[src/rtl/cernbe_pkg.sv]
// ---------------------------------------------------------------------------
// cernbe_pkg
// Shared definitions for the CERN-BE register bus initiator: the bus data
// width and the state encoding of the master's transaction FSM.
// ---------------------------------------------------------------------------
package cernbe_pkg;

   // CERN-BE data path width in bits
   localparam int CERNBE_DATA_W = 32;

   // Master FSM: idle, waiting for a read or write Done, presenting a response
   typedef enum logic [1:0] {
      IDLE    = 2'd0,
      RD_WAIT = 2'd1,
      WR_WAIT = 2'd2,
      RSP     = 2'd3
   } cernbe_state_e;

endpackage

[src/rtl/cernbe_timeout.sv]
// ---------------------------------------------------------------------------
// cernbe_timeout
// Cycle counter guarding a bus cycle against a responder that never answers.
// Ports:
//   clk, rst_n   clock and asynchronous active-low reset
//   clear_i      restart the count at zero (issued with the bus strobe)
//   enable_i     count one more cycle spent waiting for Done
//   expired_o    count has reached TIMEOUT; held at 0 when TIMEOUT is 0
// ---------------------------------------------------------------------------
module cernbe_timeout #(
   parameter int TIMEOUT = 255
) (
   input  logic clk,
   input  logic rst_n,
   input  logic clear_i,
   input  logic enable_i,
   output logic expired_o
);

   localparam int CW = (TIMEOUT > 0) ? $clog2(TIMEOUT + 1) : 1;

   logic [CW-1:0] count_q;
   logic [CW-1:0] count_d;
   logic          at_limit;

   // The limit compare is gated by TIMEOUT so a zero setting never expires;
   // the counter then simply wraps, which is harmless.
   assign at_limit  = (count_q == CW'(TIMEOUT));
   assign expired_o = (TIMEOUT != 0) && at_limit;

   // Clear dominates; counting stops once the limit is reached
   always_comb begin
      count_d = count_q;
      if (clear_i) begin
         count_d = '0;
      end else if (enable_i && !expired_o) begin
         count_d = count_q + CW'(1);
      end
   end

   always_ff @(posedge clk or negedge rst_n) begin
      if (!rst_n) begin
         count_q <= '0;
      end else begin
         count_q <= count_d;
      end
   end

endmodule

[src/rtl/cernbe_master.sv]
// ---------------------------------------------------------------------------
// cernbe_master
// Initiator for the CERN-BE register bus. Takes one read/write command at a
// time, strobes the bus for one cycle, holds address/data until Done and
// returns read data or a timeout error on a valid/ready response port.
// Ports:
//   clk, rst_n                 clock, asynchronous active-low reset
//   cmd_valid_i/cmd_ready_o    command handshake
//   cmd_we_i, cmd_addr_i,      direction (1 = write), word address,
//   cmd_wdata_i                write data
//   rsp_valid_o/rsp_ready_i    response handshake
//   rsp_rdata_o, rsp_err_o     read data (0 on write/error), timeout flag
//   VMEAddr, VMEWrData         registered bus address / write data
//   VMERdMem, VMEWrMem         one-cycle read / write strobes
//   VMERdData, VMERdDone,      responder read data and completion pulses
//   VMEWrDone
// All outputs come straight from registers.
// ---------------------------------------------------------------------------
module cernbe_master
   import cernbe_pkg::*;
#(
   parameter int ADDR_WIDTH = 20,
   parameter int TIMEOUT    = 255
) (
   input  logic                     clk,
   input  logic                     rst_n,
   input  logic                     cmd_valid_i,
   output logic                     cmd_ready_o,
   input  logic                     cmd_we_i,
   input  logic [ADDR_WIDTH-1:2]    cmd_addr_i,
   input  logic [CERNBE_DATA_W-1:0] cmd_wdata_i,
   output logic                     rsp_valid_o,
   input  logic                     rsp_ready_i,
   output logic [CERNBE_DATA_W-1:0] rsp_rdata_o,
   output logic                     rsp_err_o,
   output logic [ADDR_WIDTH-1:2]    VMEAddr,
   output logic [CERNBE_DATA_W-1:0] VMEWrData,
   output logic                     VMERdMem,
   output logic                     VMEWrMem,
   input  logic [CERNBE_DATA_W-1:0] VMERdData,
   input  logic                     VMERdDone,
   input  logic                     VMEWrDone
);

   cernbe_state_e             state_q, state_d;
   logic                      cmd_ready_q, cmd_ready_d;
   logic                      rd_mem_q, rd_mem_d;
   logic                      wr_mem_q, wr_mem_d;
   logic [ADDR_WIDTH-1:2]     addr_q, addr_d;
   logic [CERNBE_DATA_W-1:0]  wdata_q, wdata_d;
   logic                      rsp_valid_q, rsp_valid_d;
   logic [CERNBE_DATA_W-1:0]  rsp_rdata_q, rsp_rdata_d;
   logic                      rsp_err_q, rsp_err_d;
   logic                      tmo_clear, tmo_enable, tmo_expired;

   cernbe_timeout #(
      .TIMEOUT (TIMEOUT)
   ) u_timeout (
      .clk       (clk),
      .rst_n     (rst_n),
      .clear_i   (tmo_clear),
      .enable_i  (tmo_enable),
      .expired_o (tmo_expired)
   );

   // Next-state and registered-output logic. The WAIT states are entered on
   // the same edge that raises the strobe, so Done is already looked at
   // during the strobe cycle. Done is checked before the timeout so a
   // completion in the expiry cycle still counts as success.
   always_comb begin
      state_d     = state_q;
      rd_mem_d    = 1'b0;
      wr_mem_d    = 1'b0;
      addr_d      = addr_q;
      wdata_d     = wdata_q;
      rsp_valid_d = rsp_valid_q;
      rsp_rdata_d = rsp_rdata_q;
      rsp_err_d   = rsp_err_q;
      tmo_clear   = 1'b0;
      tmo_enable  = 1'b0;

      case (state_q)
         IDLE: begin
            // cmd_ready_q is only high in IDLE, and stays low for the first
            // cycle after reset release
            if (cmd_valid_i && cmd_ready_q) begin
               addr_d    = cmd_addr_i;
               wdata_d   = cmd_wdata_i;
               tmo_clear = 1'b1;
               if (cmd_we_i) begin
                  wr_mem_d = 1'b1;
                  state_d  = WR_WAIT;
               end else begin
                  rd_mem_d = 1'b1;
                  state_d  = RD_WAIT;
               end
            end
         end

         RD_WAIT: begin
            if (VMERdDone) begin
               rsp_rdata_d = VMERdData;
               rsp_err_d   = 1'b0;
               rsp_valid_d = 1'b1;
               state_d     = RSP;
            end else if (tmo_expired) begin
               rsp_rdata_d = '0;
               rsp_err_d   = 1'b1;
               rsp_valid_d = 1'b1;
               state_d     = RSP;
            end else begin
               tmo_enable = 1'b1;
            end
         end

         WR_WAIT: begin
            if (VMEWrDone) begin
               rsp_rdata_d = '0;
               rsp_err_d   = 1'b0;
               rsp_valid_d = 1'b1;
               state_d     = RSP;
            end else if (tmo_expired) begin
               rsp_rdata_d = '0;
               rsp_err_d   = 1'b1;
               rsp_valid_d = 1'b1;
               state_d     = RSP;
            end else begin
               tmo_enable = 1'b1;
            end
         end

         RSP: begin
            if (rsp_ready_i) begin
               rsp_valid_d = 1'b0;
               state_d     = IDLE;
            end
         end

         default: begin
            state_d = IDLE;
         end
      endcase

      // Ready is registered, so derive it from where the FSM is heading
      cmd_ready_d = (state_d == IDLE);
   end

   // State and output registers; reset drops any transaction in flight
   always_ff @(posedge clk or negedge rst_n) begin
      if (!rst_n) begin
         state_q     <= IDLE;
         cmd_ready_q <= 1'b0;
         rd_mem_q    <= 1'b0;
         wr_mem_q    <= 1'b0;
         addr_q      <= '0;
         wdata_q     <= '0;
         rsp_valid_q <= 1'b0;
         rsp_rdata_q <= '0;
         rsp_err_q   <= 1'b0;
      end else begin
         state_q     <= state_d;
         cmd_ready_q <= cmd_ready_d;
         rd_mem_q    <= rd_mem_d;
         wr_mem_q    <= wr_mem_d;
         addr_q      <= addr_d;
         wdata_q     <= wdata_d;
         rsp_valid_q <= rsp_valid_d;
         rsp_rdata_q <= rsp_rdata_d;
         rsp_err_q   <= rsp_err_d;
      end
   end

   assign cmd_ready_o = cmd_ready_q;
   assign VMERdMem    = rd_mem_q;
   assign VMEWrMem    = wr_mem_q;
   assign VMEAddr     = addr_q;
   assign VMEWrData   = wdata_q;
   assign rsp_valid_o = rsp_valid_q;
   assign rsp_rdata_o = rsp_rdata_q;
   assign rsp_err_o   = rsp_err_q;

endmodule

[config.mk]
export PLATFORM = sky130hd
export DESIGN_NAME = cernbe_master
export DESIGN_NICKNAME = d
export VERILOG_FILES = /design/src/rtl/cernbe_pkg.sv /design/src/rtl/cernbe_timeout.sv /design/src/rtl/cernbe_master.sv
export SDC_FILE = /design/constraint.sdc
export NUM_CORES = 1
export LEC_CHECK = 0
export ABC_AREA = 1
export BUFFER_PORTS_ARGS = -buffer_cell sky130_fd_sc_hd__buf_4
export CAP_MARGIN = 20
export CORE_UTILIZATION = 50
export DETAILED_ROUTE_END_ITERATION = 10
export HOLD_SLACK_MARGIN = 0.12
export PLACE_DENSITY = 0.89
export SYNTH_ARGS = -nofsm -noshare
export SYNTH_HDL_FRONTEND = slang
export SYNTH_SLANG_ARGS = --single-unit
[constraint.sdc]
create_clock -name clk -period 3.85 [get_ports clk]
set_input_delay 0.1925 -clock clk [delete_from_list [all_inputs] [get_ports clk]]
set_output_delay 0.1925 -clock clk [all_outputs]
set_load 0.1 [all_outputs]
==> results of run 1 <==
-- cell usage after synthesis, drive strengths merged (3+ instances only) --
| cell | number |
|---|---|
| xor2 | 3 |
| clkbuf | 5 |
| mux2 | 50 |
| nand3 | 28 |
| o22ai | 18 |
| buf | 14 |
| nand4 | 9 |
| nand2 | 71 |
| inv | 53 |
| dfrtp | 97 |
| ha | 5 |
| nor2 | 13 |
| a21oi | 4 |
| o21ai | 30 |
-- per-layer routing --
metal | vias up | share of wire [%]
met5 | - | 0
met4 | 0 | 4.8
met3 | 52 | 5.5
met2 | 181 | 54
met1 | 1916 | 35
li1 | 1808 | -
-- cells by family after synthesis --
family	Yosys count	share of synthesized area, %
AND/OR/NAND/NOR	121	12.6
buffers and inverters	72	6.88
AO/OA/AOI/OAI	56	9.11
adder cells (fa/ha/maj)	5	1.45
flip-flops	97	56.3
multiplexers	50	13.1
XOR/XNOR	3	0.609
-- stage by stage --
stage	cell area, µm²	hold WS [ns]
after global placement	5680	0.344
after global routing	6620	0.189
after CTS	6610	0.122
final	6620	0.181
after floorplan	4310	-0.103
after detailed placement	5680	0.350
-- critical path, delay by kind of cell (launching register included) --
family / cells / cell delay [ns]
adders and majority gates: 1 / 0.84
and+or+nand+nor: 1 / 0.75
AOI/OAI and AO/OA: 1 / 0.41
buffers and inverters: 1 / 0.10
DFF: 1 / 0.42
-- cell type report --
class                   count  area (µm²)  share of cell area [%]
well taps                 105         131                    1.99
multi-input cells         235        1590                    24.0
clock buffers              11         141                    2.14
inverters                  53         199                    3.01
flip-flops and latches     97        2430                    36.7
repair buffers            248        2040                    30.8
clock inverters             5        87.6                    1.32
-- sequential cells by signal, indices dropped and copies added, names as in the netlist --
register / cells
rsp_err_o: 1
VMERdMem: 1
state_q: 2
cmd_ready_o: 1
VMEWrMem: 1
rsp_rdata_o: 32
u_timeout.count_q: 8
rsp_valid_o: 1
VMEAddr: 18
VMEWrData: 32
-- worst paths after layout --
check	startpoint	end	slack, ns
worst max-delay path	state_q[0]	rsp_rdata_o[1]	1.22
worst min-delay path	VMERdData[0]	rsp_rdata_o[0]	0.18
worst max register to register	state_q[0]	rsp_rdata_o[1]	1.22
worst min register to register	VMEWrData[16]	VMEWrData[16]	0.51
max in group asynchronous	rst_n	rsp_rdata_o[5]	2.41
min in group asynchronous	rst_n	rsp_rdata_o[18]	0.46
==> results by group, run 1 <==
Setup path
  • Worst path slowest cell: ha_1
  • FF-to-FF path depth: 4
  • Crit-path max cell delay: 0.84 ns
  • Critical Path RT: 4.11 ns
  • CP Launch Type: flop
  • Crit end category: flop
  • CP cell instances: inv_1 > ha_1 > nand2_1 > o22ai_1
  • Crit-path max FO: 25
  • CP Class: flop to flop
  • CP arrival: 2.89 ns

Die
  • Num ports: 176
  • Row count: 33
  • Core box area: 8300 µm²
  • Die W: 94.9 µm
  • Die Area: 9000 µm²
  • Initial Util: 52.0%
  • Die extent in y: 94.9 µm

Cells and area
  • Layout cell share with drive strength beyond 1: 40.4%
  • Finished Core Util: 79.7%
  • Most frequent cells in the layout: buf_4 (177), dfrtp_1 (97), dlygate4sd3_1 (71)
  • Final net count: 738
  • Area growth from synthesis to layout: 53.4%
  • Commonest non-fill, non-tap cell in the layout: buf_4
  • Final Non-Filler Cells: 754
  • Inserted Diodes: 0
  • Fill cell count: 464

Synth
  • Ranking of synthesized cells by area: dfrtp_1 (56%), mux2_2 (13%), nand2_1 (5.7%)
  • Number of synthesized register bits: 97
  • Synthesized instance count: 404
  • Ys flop type: dfrtp_1
  • Area leader, netlist: dfrtp_1
  • Async set-or-reset flop fraction in the synthesized netlist: 100%
  • Number of synthesized flops with an enable pin: 0
  • Post-Syn Nets: 498
  • Yosys top cell area share: 56.3%
  • Yosys cell types: 29
  • Register area share after synthesis: 56.3%
  • Syn. warnings: 0
  • Mapped cell area: 4310 µm²
  • Syn Area/Cell: 10.7 µm²

Run
  • Number of max-cap violations: 0

Drt
  • DR iter-0 viols: 235
  • Vias per cell: 5.25
  • WL/cell: 17.1 µm
  • Antenna viol nets, final: 0
  • DR vias: 3957
  • DRC viols: 0
  • Drt pass-1 iters: 5
  • Routed WL: 12900 µm

STA
  • Max Slew Vio Count: 0
  • Setup_tns: 0 ns
  • Fin. Hold Viols: 0
  • RSZ-0062 raised after global routing: false
  • Fmax: 0.381 GHz
  • Fin crit share: 68.2%
  • Clock Skew: 0.0127 ns
  • Fin worst setup slack: 1.22 ns
  • Slew margin rel.: 29.1%
  • Final setup viols: 0
  • Least-Margin Pin Slew: 1.06 ns
  • Period minus WS final: 2.63 ns

Global routing
  • Grt met1 use: 32.7%
  • Total grt overflow: 0
  • GR peak layer: met2
  • M3 GR Usage: 6.60%
  • Global Route Usage Sum: 30.2%
  • First-pass GRT wire length: 20200 µm
  • Antenna violations before repair: 0
  • Met2 usage: 53.9%
  • Largest net degree at the start of global routing: 70
  • Number of global-route vias before repair: 4217

Place
  • PortBufs: 175
  • Placed cell count: 667
  • Dpl ws: 1.29 ns
  • Gpl congestion: 0.784
  • Final HPWL DP: 7740 µm

Clocking
  • Post-cts sizing count: 0
  • Max Buffers Root-to-Sink: 2
  • Clock Sinks: 97
  • H-tree depth: 3
  • Clock root cell: clkbuf_8
  • Post-CTS setup buffer count: 0
  • Worst-Skew Late Latency: 0.37 ns
  • CTS tree: yes
  • Clk pin slew, worst setup/hold paths: 0.09 ns
  • Total CTS buffers: 9
  • Hold-fix buffers, CTS: 70

Hold path
  • HP Class: input port to flop
  • Hold Path Cell Cnt: 5

Outcome
  • Status: finished clean
Power of run 1 is left out: the tool's default activity adds up to more than one toggle a clock period on the data nets, which glitch-free logic cannot reach.
==> run 2: changes to the inputs <==
--- a/config.mk
+++ b/config.mk
@@ -5,13 +5,13 @@
 export SDC_FILE = /design/constraint.sdc
 export NUM_CORES = 1
 export LEC_CHECK = 0
-export ABC_AREA = 1
+export ABC_AREA = 0
 export BUFFER_PORTS_ARGS = -buffer_cell sky130_fd_sc_hd__buf_4
 export CAP_MARGIN = 20
-export CORE_UTILIZATION = 50
+export CORE_UTILIZATION = 43
 export DETAILED_ROUTE_END_ITERATION = 10
 export HOLD_SLACK_MARGIN = 0.12
-export PLACE_DENSITY = 0.89
+export PLACE_DENSITY = 0.83
 export SYNTH_ARGS = -nofsm -noshare
 export SYNTH_HDL_FRONTEND = slang
 export SYNTH_SLANG_ARGS = --single-unit
==> constraint.sdc (replaced) <==
create_clock -name clk -period 2.35 [get_ports clk]
set_input_delay 0.1175 -clock clk [delete_from_list [all_inputs] [get_ports clk]]
set_output_delay 0.1175 -clock clk [all_outputs]
set_load 0.1 [all_outputs]
==> run 2 against run 1 <==
Net effect: clock skew rose by 0.0025 ns; sequential cell count did not move; synthesized area shrank 5.6%; global-route usage fell by 6.4 points; cell area fell by 0.89%; non-clock buffer count grew 19; register-to-register slack lost 0.95 ns; largest cell class unchanged; worst hold slack worse by 0.022 ns; critical path depth up 1; count of clock-buffer cells in the layout unchanged; fmax is 26% higher; first-iteration DRC count down 8.5%.
==> results by group, run 2 <==
Die
  • Die extent in y: 99.3 µm (was 94.9 µm)
  • Row count: 35 (was 33)
  • Die Area: 9860 µm² (was 9000 µm²)
  • Num ports: 176 (unchanged)
  • Core box area: 9200 µm² (was 8300 µm²)
  • Initial Util: 44.3% (was 52.0%)
  • Die W: 99.3 µm (was 94.9 µm)

Setup path
  • CP bufs+invs: 1 (unchanged)
  • Crit end category: flop (unchanged)
  • CP Class: flop to flop (unchanged)
  • Critical Path RT: 2.65 ns (was 4.11 ns)
  • CP Launch Type: flop (unchanged)
  • Crit-path max FO: 11 (was 25)
  • CP cell instances: inv_1 > ha_1 > and2_1 > nor2b_1 > a22o_1 (was inv_1 > ha_1 > nand2_1 > o22ai_1)
  • Worst path top cell family by delay: simple AND/OR/NAND/NOR gates (was adder cells)
  • Crit-path max cell delay: 0.60 ns (was 0.84 ns)
  • CP arrival: 2.37 ns (was 2.89 ns)
  • Worst path slowest cell: nor2b_1 (was ha_1)

Place
  • PortBufs: 175 (unchanged)
  • Final HPWL DP: 6970 µm (was 7740 µm)
  • Gpl congestion: 0.784 (about the same)

Cells and area
  • Finished Core Util: 71.3% (was 79.7%)
  • Inserted Diodes: 0 (unchanged)
  • Final net count: 750 (was 738)
  • Area growth from synthesis to layout: 61.0% (was 53.4%)
  • Most frequent cells in the layout: buf_4 (179), nand2_1 (158), dfrtp_1 (97) (was buf_4 (177), dfrtp_1 (97), dlygate4sd3_1 (71))
  • Commonest non-fill, non-tap cell in the layout: buf_4 (unchanged)
  • Layout cell share with drive strength beyond 1: 31.3% (was 40.4%)

STA
  • Period minus WS final: 2.08 ns (was 2.63 ns)
  • Least-Margin Pin Slew: 0.734 ns (was 1.06 ns)
  • Fmax: 0.482 GHz (was 0.381 GHz)
  • Fin. Hold Viols: 0 (unchanged)
  • Setup_tns: 0 ns (unchanged)
  • Slew margin rel.: 51.0% (was 29.1%)
  • Fin crit share: 88.3% (was 68.2%)
  • Clock Skew: 0.0152 ns (was 0.0127 ns)
  • Max Slew Vio Count: 0 (unchanged)
  • Final setup viols: 0 (unchanged)
  • RSZ-0062 raised after global routing: false (unchanged)
  • Worst hold margin: 0.160 ns (was 0.181 ns)

Synth
  • Mapped cell area: 4070 µm² (was 4310 µm²)
  • Synth cell count leaders: nand2_1 (158), dfrtp_1 (97), o2bb2ai_1 (22) (was dfrtp_1 (97), nand2_1 (66), inv_1 (53))
  • Synth Area in Adders: 1.54% (was 1.45%)
  • Ys flop type: dfrtp_1 (unchanged)
  • Async set-or-reset flop fraction in the synthesized netlist: 100% (unchanged)
  • Largest family of logic cells by synthesized area: simple AND/OR/NAND/NOR gates (was multiplexers)
  • Yosys top cell area share: 59.6% (was 56.3%)
  • Syn. warnings: 0 (unchanged)
  • Most numerous cell in the Yosys netlist: nand2_1 (was dfrtp_1)
  • Synthesized instance count: 403 (was 404)
  • Number of synthesized register bits: 97 (unchanged)
  • Yosys cell types: 42 (was 29)
  • Mux cell area share after synthesis: 1.04% (was 13.1%)
  • Post-Synth XOR/XNOR Area: 0% (was 0.609%)
  • Number of synthesized flops with an enable pin: 0 (unchanged)
  • Syn Area/Cell: 10.1 µm² (was 10.7 µm²)
  • Post-Syn Nets: 497 (was 498)
  • Synth Area in Simple Gates: 18.5% (was 12.6%)
  • Register area share after synthesis: 59.6% (was 56.3%)
  • Ranking of synthesized cells by area: dfrtp_1 (60%), nand2_1 (15%), o2bb2ai_1 (4.7%) (was dfrtp_1 (56%), mux2_2 (13%), nand2_1 (5.7%))
  • Compound-gate portion of the synthesized area: 16.2% (was 9.11%)
  • Area leader, netlist: dfrtp_1 (unchanged)

Clocking
  • Worst-Skew Late Latency: 0.36 ns (was 0.37 ns)
  • Clk pin slew, worst setup/hold paths: 0.09 ns (about the same)
  • Total CTS buffers: 9 (unchanged)
  • Clock Sinks: 97 (unchanged)
  • CTS tree: yes (unchanged)
  • H-tree depth: 3 (unchanged)
  • Clock root cell: clkbuf_8 (unchanged)
  • Max Buffers Root-to-Sink: 2 (unchanged)
  • Post-CTS setup buffer count: 0 (unchanged)

Drt
  • Antenna viol nets, final: 0 (unchanged)
  • DR iter-0 viols: 215 (was 235)
  • DR vias: 3967 (was 3957)
  • WL/cell: 15.3 µm (was 17.1 µm)
  • Routed WL: 11800 µm (was 12900 µm)
  • Vias per cell: 5.14 (was 5.25)
  • Drt pass-1 iters: 4 (was 5)
  • DRC viols: 0 (unchanged)

Hold path
  • HP Class: input port to flop (unchanged)

Global routing
  • Antenna violations before repair: 0 (unchanged)
  • Global Route Usage Sum: 23.8% (was 30.2%)
  • First-pass GRT wire length: 18600 µm (was 20200 µm)
  • Largest net degree at the start of global routing: 60 (was 70)
  • Number of global-route vias before repair: 3921 (was 4217)
  • Total grt overflow: 0 (unchanged)

Outcome
  • Status: finished clean (unchanged)

Run
  • Number of max-cap violations: 0 (unchanged)
## run 2: metrics by stage
step / setup WS, ns / cells / instance area (µm²)
global placement: 0.450 / 670 / 5490
global route: 0.149 / 772 / 6560
detailed placement: 0.341 / 670 / 5490
CTS: 0.309 / 772 / 6560
floorplan: 0.472 / 403 / 4070
finish: 0.275 / 772 / 6560
## run 2: final timing paths
path	from	to	slack (ns)	depth (start not counted)
hold / removal	VMERdDone	rsp_err_o	0.16	3
hold reg to reg	VMEAddr[5]	VMEAddr[5]	0.48	2
setup reg to reg	state_q[1]	rsp_rdata_o[29]	0.27	5
setup / recovery	state_q[1]	rsp_rdata_o[29]	0.27	5
min in group asynchronous	rst_n	rsp_rdata_o[14]	0.27	2
max in group asynchronous	rst_n	VMEWrData[10]	1.37	3
## run 2: cell families (layout without fill, tap and decap cells)
logic type | after synthesis | after routing
fa+ha+maj | 5 | 5
compound gates | 83 | 83
flops | 97 | 97
mux | 4 | 4
simple gates | 184 | 184
buf+inv | 30 | 288
## run 2: routing by layer
| metal | vias to the layer above | GRT usage (%) | part of all wire [%] |
|---|---|---|---|
| li1 | 1887 | - | - |
| met1 | 1907 | 28.1 | 41 |
| met2 | 153 | 43.9 | 52 |
| met3 | 20 | 3.44 | 5.0 |
| met4 | 0 | 8.82 | 1.8 |
| met5 | - | 0 | 0 |
## run 2: cell type report
type	count	area, µm²
clock buffers	11	141
clock inverters	5	63.8
fillers	630	2640
inverters	5	18.8
multi-input cells	276	1520
flip-flops and latches	97	2430
well taps	111	139
repair buffers	267	2240
## run 2: repair_timing
action | CTS | global route
hold buffers | 86 | 0
resized for setup | 0 | 0
hold endpoints to repair | 124 | 0
## run 2: worst min-delay path: cells and delay by family
family | cells | cell delay (ns)
multiplexers | 1 | 0.18
AO/OA/AOI/OAI | 1 | 0.07
buffers and inverters | 1 | 0.11
Power of run 2 is left out for the same reason.
==> run 3: changes to the inputs <==
--- a/config.mk
+++ b/config.mk
@@ -8,10 +8,12 @@
 export ABC_AREA = 0
 export BUFFER_PORTS_ARGS = -buffer_cell sky130_fd_sc_hd__buf_4
 export CAP_MARGIN = 20
-export CORE_UTILIZATION = 43
+export CORE_MARGIN = 4
+export CORE_UTILIZATION = 42
 export DETAILED_ROUTE_END_ITERATION = 10
 export HOLD_SLACK_MARGIN = 0.12
-export PLACE_DENSITY = 0.83
+export PLACE_DENSITY = 0.82
 export SYNTH_ARGS = -nofsm -noshare
 export SYNTH_HDL_FRONTEND = slang
+export SYNTH_HIERARCHICAL = 1
 export SYNTH_SLANG_ARGS = --single-unit
==> run 3 against run 2 <==
Net effect: worst hold slack worse by 0.017 ns; register-to-register slack worse by 0.08 ns; fmax is 3.7% lower; via count is 2.8% lower; sequential cell count stayed put; setup slack worse by 0.080 ns; final cell count is 0.65% higher; die area is 12% higher; count of clock-buffer cells in the layout is 2 lower.
==> results by group, run 3 <==
Setup path
  • CP arrival: 2.40 ns (was 2.37 ns)
  • Critical Path RT: 2.60 ns (was 2.65 ns)
  • Crit-path max FO: 6 (was 11)
  • Worst path top cell family by delay: simple AND/OR/NAND/NOR gates (unchanged)
  • Crit end category: flop (unchanged)
  • CP Launch Type: flop (unchanged)
  • CP cell instances: ha_1 > and4_4 > and2_2 > nand2b_1 > a21oi_2 > nand4_1 > nor3_1 > mux2_2 (was inv_1 > ha_1 > and2_1 > nor2b_1 > a22o_1)
  • CP bufs+invs: 0 (was 1)
  • Worst path slowest cell: dfrtp_1 (was nor2b_1)
  • Crit-path max cell delay: 0.42 ns (was 0.60 ns)
  • CP Class: flop to flop (unchanged)

Global routing
  • Antenna violations before repair: 0 (unchanged)
  • Number of global-route vias before repair: 4157 (was 3921)
  • Total grt overflow: 0 (unchanged)
  • Largest net degree at the start of global routing: 71 (was 60)
  • Global Route Usage Sum: 22.6% (was 23.8%)
  • First-pass GRT wire length: 20000 µm (was 18600 µm)

Drt
  • DR iter-0 viols: 189 (was 215)
  • Routed WL: 12300 µm (was 11800 µm)
  • Vias per cell: 4.96 (was 5.14)
  • Drt pass-1 iters: 5 (was 4)
  • DR vias: 3855 (was 3967)
  • WL/cell: 15.8 µm (was 15.3 µm)
  • Antenna viol nets, final: 0 (unchanged)
  • DRC viols: 0 (unchanged)

Cells and area
  • Layout cell share with drive strength beyond 1: 36.1% (was 31.3%)
  • Area growth from synthesis to layout: 64.2% (was 61.0%)
  • Final net count: 739 (was 750)
  • Inserted Diodes: 0 (unchanged)
  • Commonest non-fill, non-tap cell in the layout: buf_4 (unchanged)
  • Final Non-Filler Cells: 777 (was 772)
  • Most frequent cells in the layout: buf_4 (183), nand2_1 (156), dfrtp_1 (96) (was buf_4 (179), nand2_1 (158), dfrtp_1 (97))

STA
  • RSZ-0062 raised after global routing: false (unchanged)
  • Fin. Hold Viols: 0 (unchanged)
  • Period minus WS final: 2.16 ns (was 2.08 ns)
  • Slew margin rel.: 40.0% (was 51.0%)
  • Setup_tns: 0 ns (unchanged)
  • Fin crit share: 91.7% (was 88.3%)
  • Least-Margin Pin Slew: 0.900 ns (was 0.734 ns)
  • Worst hold margin: 0.142 ns (was 0.160 ns)
  • Max Slew Vio Count: 0 (unchanged)
  • Fmax: 0.464 GHz (was 0.482 GHz)
  • Clock Skew: 0.0175 ns (was 0.0152 ns)
  • Final setup viols: 0 (unchanged)

Synth
  • Synth Area in Simple Gates: 19.9% (was 18.5%)
  • Number of synthesized register bits: 97 (unchanged)
  • Ys flop type: dfrtp_1 (unchanged)
  • Yosys top cell area share: 61.2% (was 59.6%)
  • Area leader, netlist: dfrtp_1 (unchanged)
  • Most numerous cell in the Yosys netlist: nand2_1 (unchanged)
  • Largest family of logic cells by synthesized area: simple AND/OR/NAND/NOR gates (unchanged)
  • Mux cell area share after synthesis: 1.29% (was 1.04%)
  • Post-Synth XOR/XNOR Area: 0% (unchanged)
  • Syn. warnings: 6 (was 0)
  • Synth cell count leaders: nand2_1 (156), dfrtp_1 (97), a22o_2 (21) (was nand2_1 (158), dfrtp_1 (97), o2bb2ai_1 (22))
  • Mapped cell area: 3970 µm² (was 4070 µm²)
  • Ranking of synthesized cells by area: dfrtp_1 (61%), nand2_1 (15%), a22o_2 (5.3%) (was dfrtp_1 (60%), nand2_1 (15%), o2bb2ai_1 (4.7%))
  • Async set-or-reset flop fraction in the synthesized netlist: 100% (unchanged)
  • Number of synthesized flops with an enable pin: 0 (unchanged)
  • Yosys cell types: 41 (was 42)
  • Synth Area in Adders: 1.89% (was 1.54%)
  • Synthesized instance count: 379 (was 403)
  • Post-Syn Nets: 474 (was 497)
  • Compound-gate portion of the synthesized area: 12.7% (was 16.2%)
  • Syn Area/Cell: 10.5 µm² (was 10.1 µm²)
  • Register area share after synthesis: 61.2% (was 59.6%)

Outcome
  • Status: finished clean (unchanged)

Die
  • Die extent in y: 105 µm (was 99.3 µm)
  • Row count: 35 (unchanged)
  • Die W: 105 µm (was 99.3 µm)
  • Num ports: 176 (unchanged)
  • Die Area: 11100 µm² (was 9860 µm²)
  • Core box area: 9240 µm² (was 9200 µm²)
  • Initial Util: 43.0% (was 44.3%)

Clocking
  • Max Buffers Root-to-Sink: 2 (unchanged)
  • Clock root cell: clkbuf_8 (unchanged)
  • Post-CTS setup buffer count: 0 (unchanged)
  • Total CTS buffers: 9 (unchanged)
  • Clk pin slew, worst setup/hold paths: 0.09 ns (about the same)
  • Worst-Skew Late Latency: 0.36 ns (about the same)
  • Clock Sinks: 97 (unchanged)
  • CTS tree: yes (unchanged)
  • H-tree depth: 3 (unchanged)

Place
  • PortBufs: 175 (unchanged)
  • Final HPWL DP: 7380 µm (was 6970 µm)
  • Placed cell count: 676 (was 670)
  • Gpl congestion: 0.782 (was 0.784)

Hold path
  • HP Class: input port to flop (unchanged)

Run
  • Number of max-cap violations: 0 (unchanged)
## run 3: cell types whose count changed after synthesis, moves of 3 or more
cell and change:
nor2_1 +3, nand2b_1 +3, a22o_2 +21, o2bb2ai_1 -20, a211oi_1 +3, a31oi_1 +3
buf_6 +3, clkbuf_1 -9, a22oi_1 -21
## run 3: layout make-up
| cell class | instances | area, µm² |
|---|---|---|
| fill | 617 | 2720 |
| clock buffer | 9 | 124 |
| timing repair buffer | 271 | 2270 |
| multi-input combinational | 258 | 1430 |
| inverter | 7 | 26.3 |
| tap | 129 | 161 |
| sequential | 97 | 2430 |
| clock inverter | 6 | 67.6 |
## run 3: final timing paths
check                                     startpoint                    to  slack [ns]  depth (start not counted)
worst max-delay path            u_timeout/count_q[0]  u_timeout/count_q[7]        0.19                          8
worst min-delay path                       VMERdDone       rsp_rdata_o[30]        0.14                          3
min in group asynchronous                      rst_n       rsp_rdata_o[20]        0.40                          2
worst min register to register            VMEAddr[2]            VMEAddr[2]        0.48                          2
worst max register to register  u_timeout/count_q[0]  u_timeout/count_q[7]        0.19                          8
max in group asynchronous                      rst_n           cmd_ready_o        1.27                          2
## run 3: tightest hold or removal path: cells and delay by family
kind	cells	cell delay, ns
AO/OA/AOI/OAI	2	0.23
buffers and inverters	1	0.11
## run 3: cell families after synthesis
kind of cell | Yosys count
and+or+nand+nor | 188
DFF | 97
AOI/OAI and AO/OA | 60
buffers and inverters | 24
adders and majority gates | 6
muxes | 4
## run 3: what timing repair did
| action | 4_1_cts | 5_1_grt |
|---|---|---|
| gates resized for setup | 0 | 1 |
| hold buffers | 86 | 0 |
| endpoints found under the hold margin | 155 | 0 |
| setup endpoints to repair | 0 | 1 |
## run 3: per-stage QoR
step | area [µm²] | worst slack (ns) | util (%)
2_1_floorplan | 3970 | 0.137 | -
5_1_grt | 6520 | 0.0530 | 70.5
6_report | 6520 | 0.194 | 70.5
3_5_place_dp | 5460 | 0.115 | 59.1
3_3_place_gp | 5460 | 0.185 | 59.1
4_1_cts | 6510 | 0.100 | 70.5
## run 3: metal layers
layer	vias to the layer above	wire length, µm	track usage, %	part of all wire, %
met4	0	526	10.6	4.3
li1	1796	-	-	-
met3	49	698	5.82	5.7
met5	-	0	0	0
met2	170	6470	40.9	53
met1	1840	4600	24.5	37
Power of run 3 is left out for the same reason.
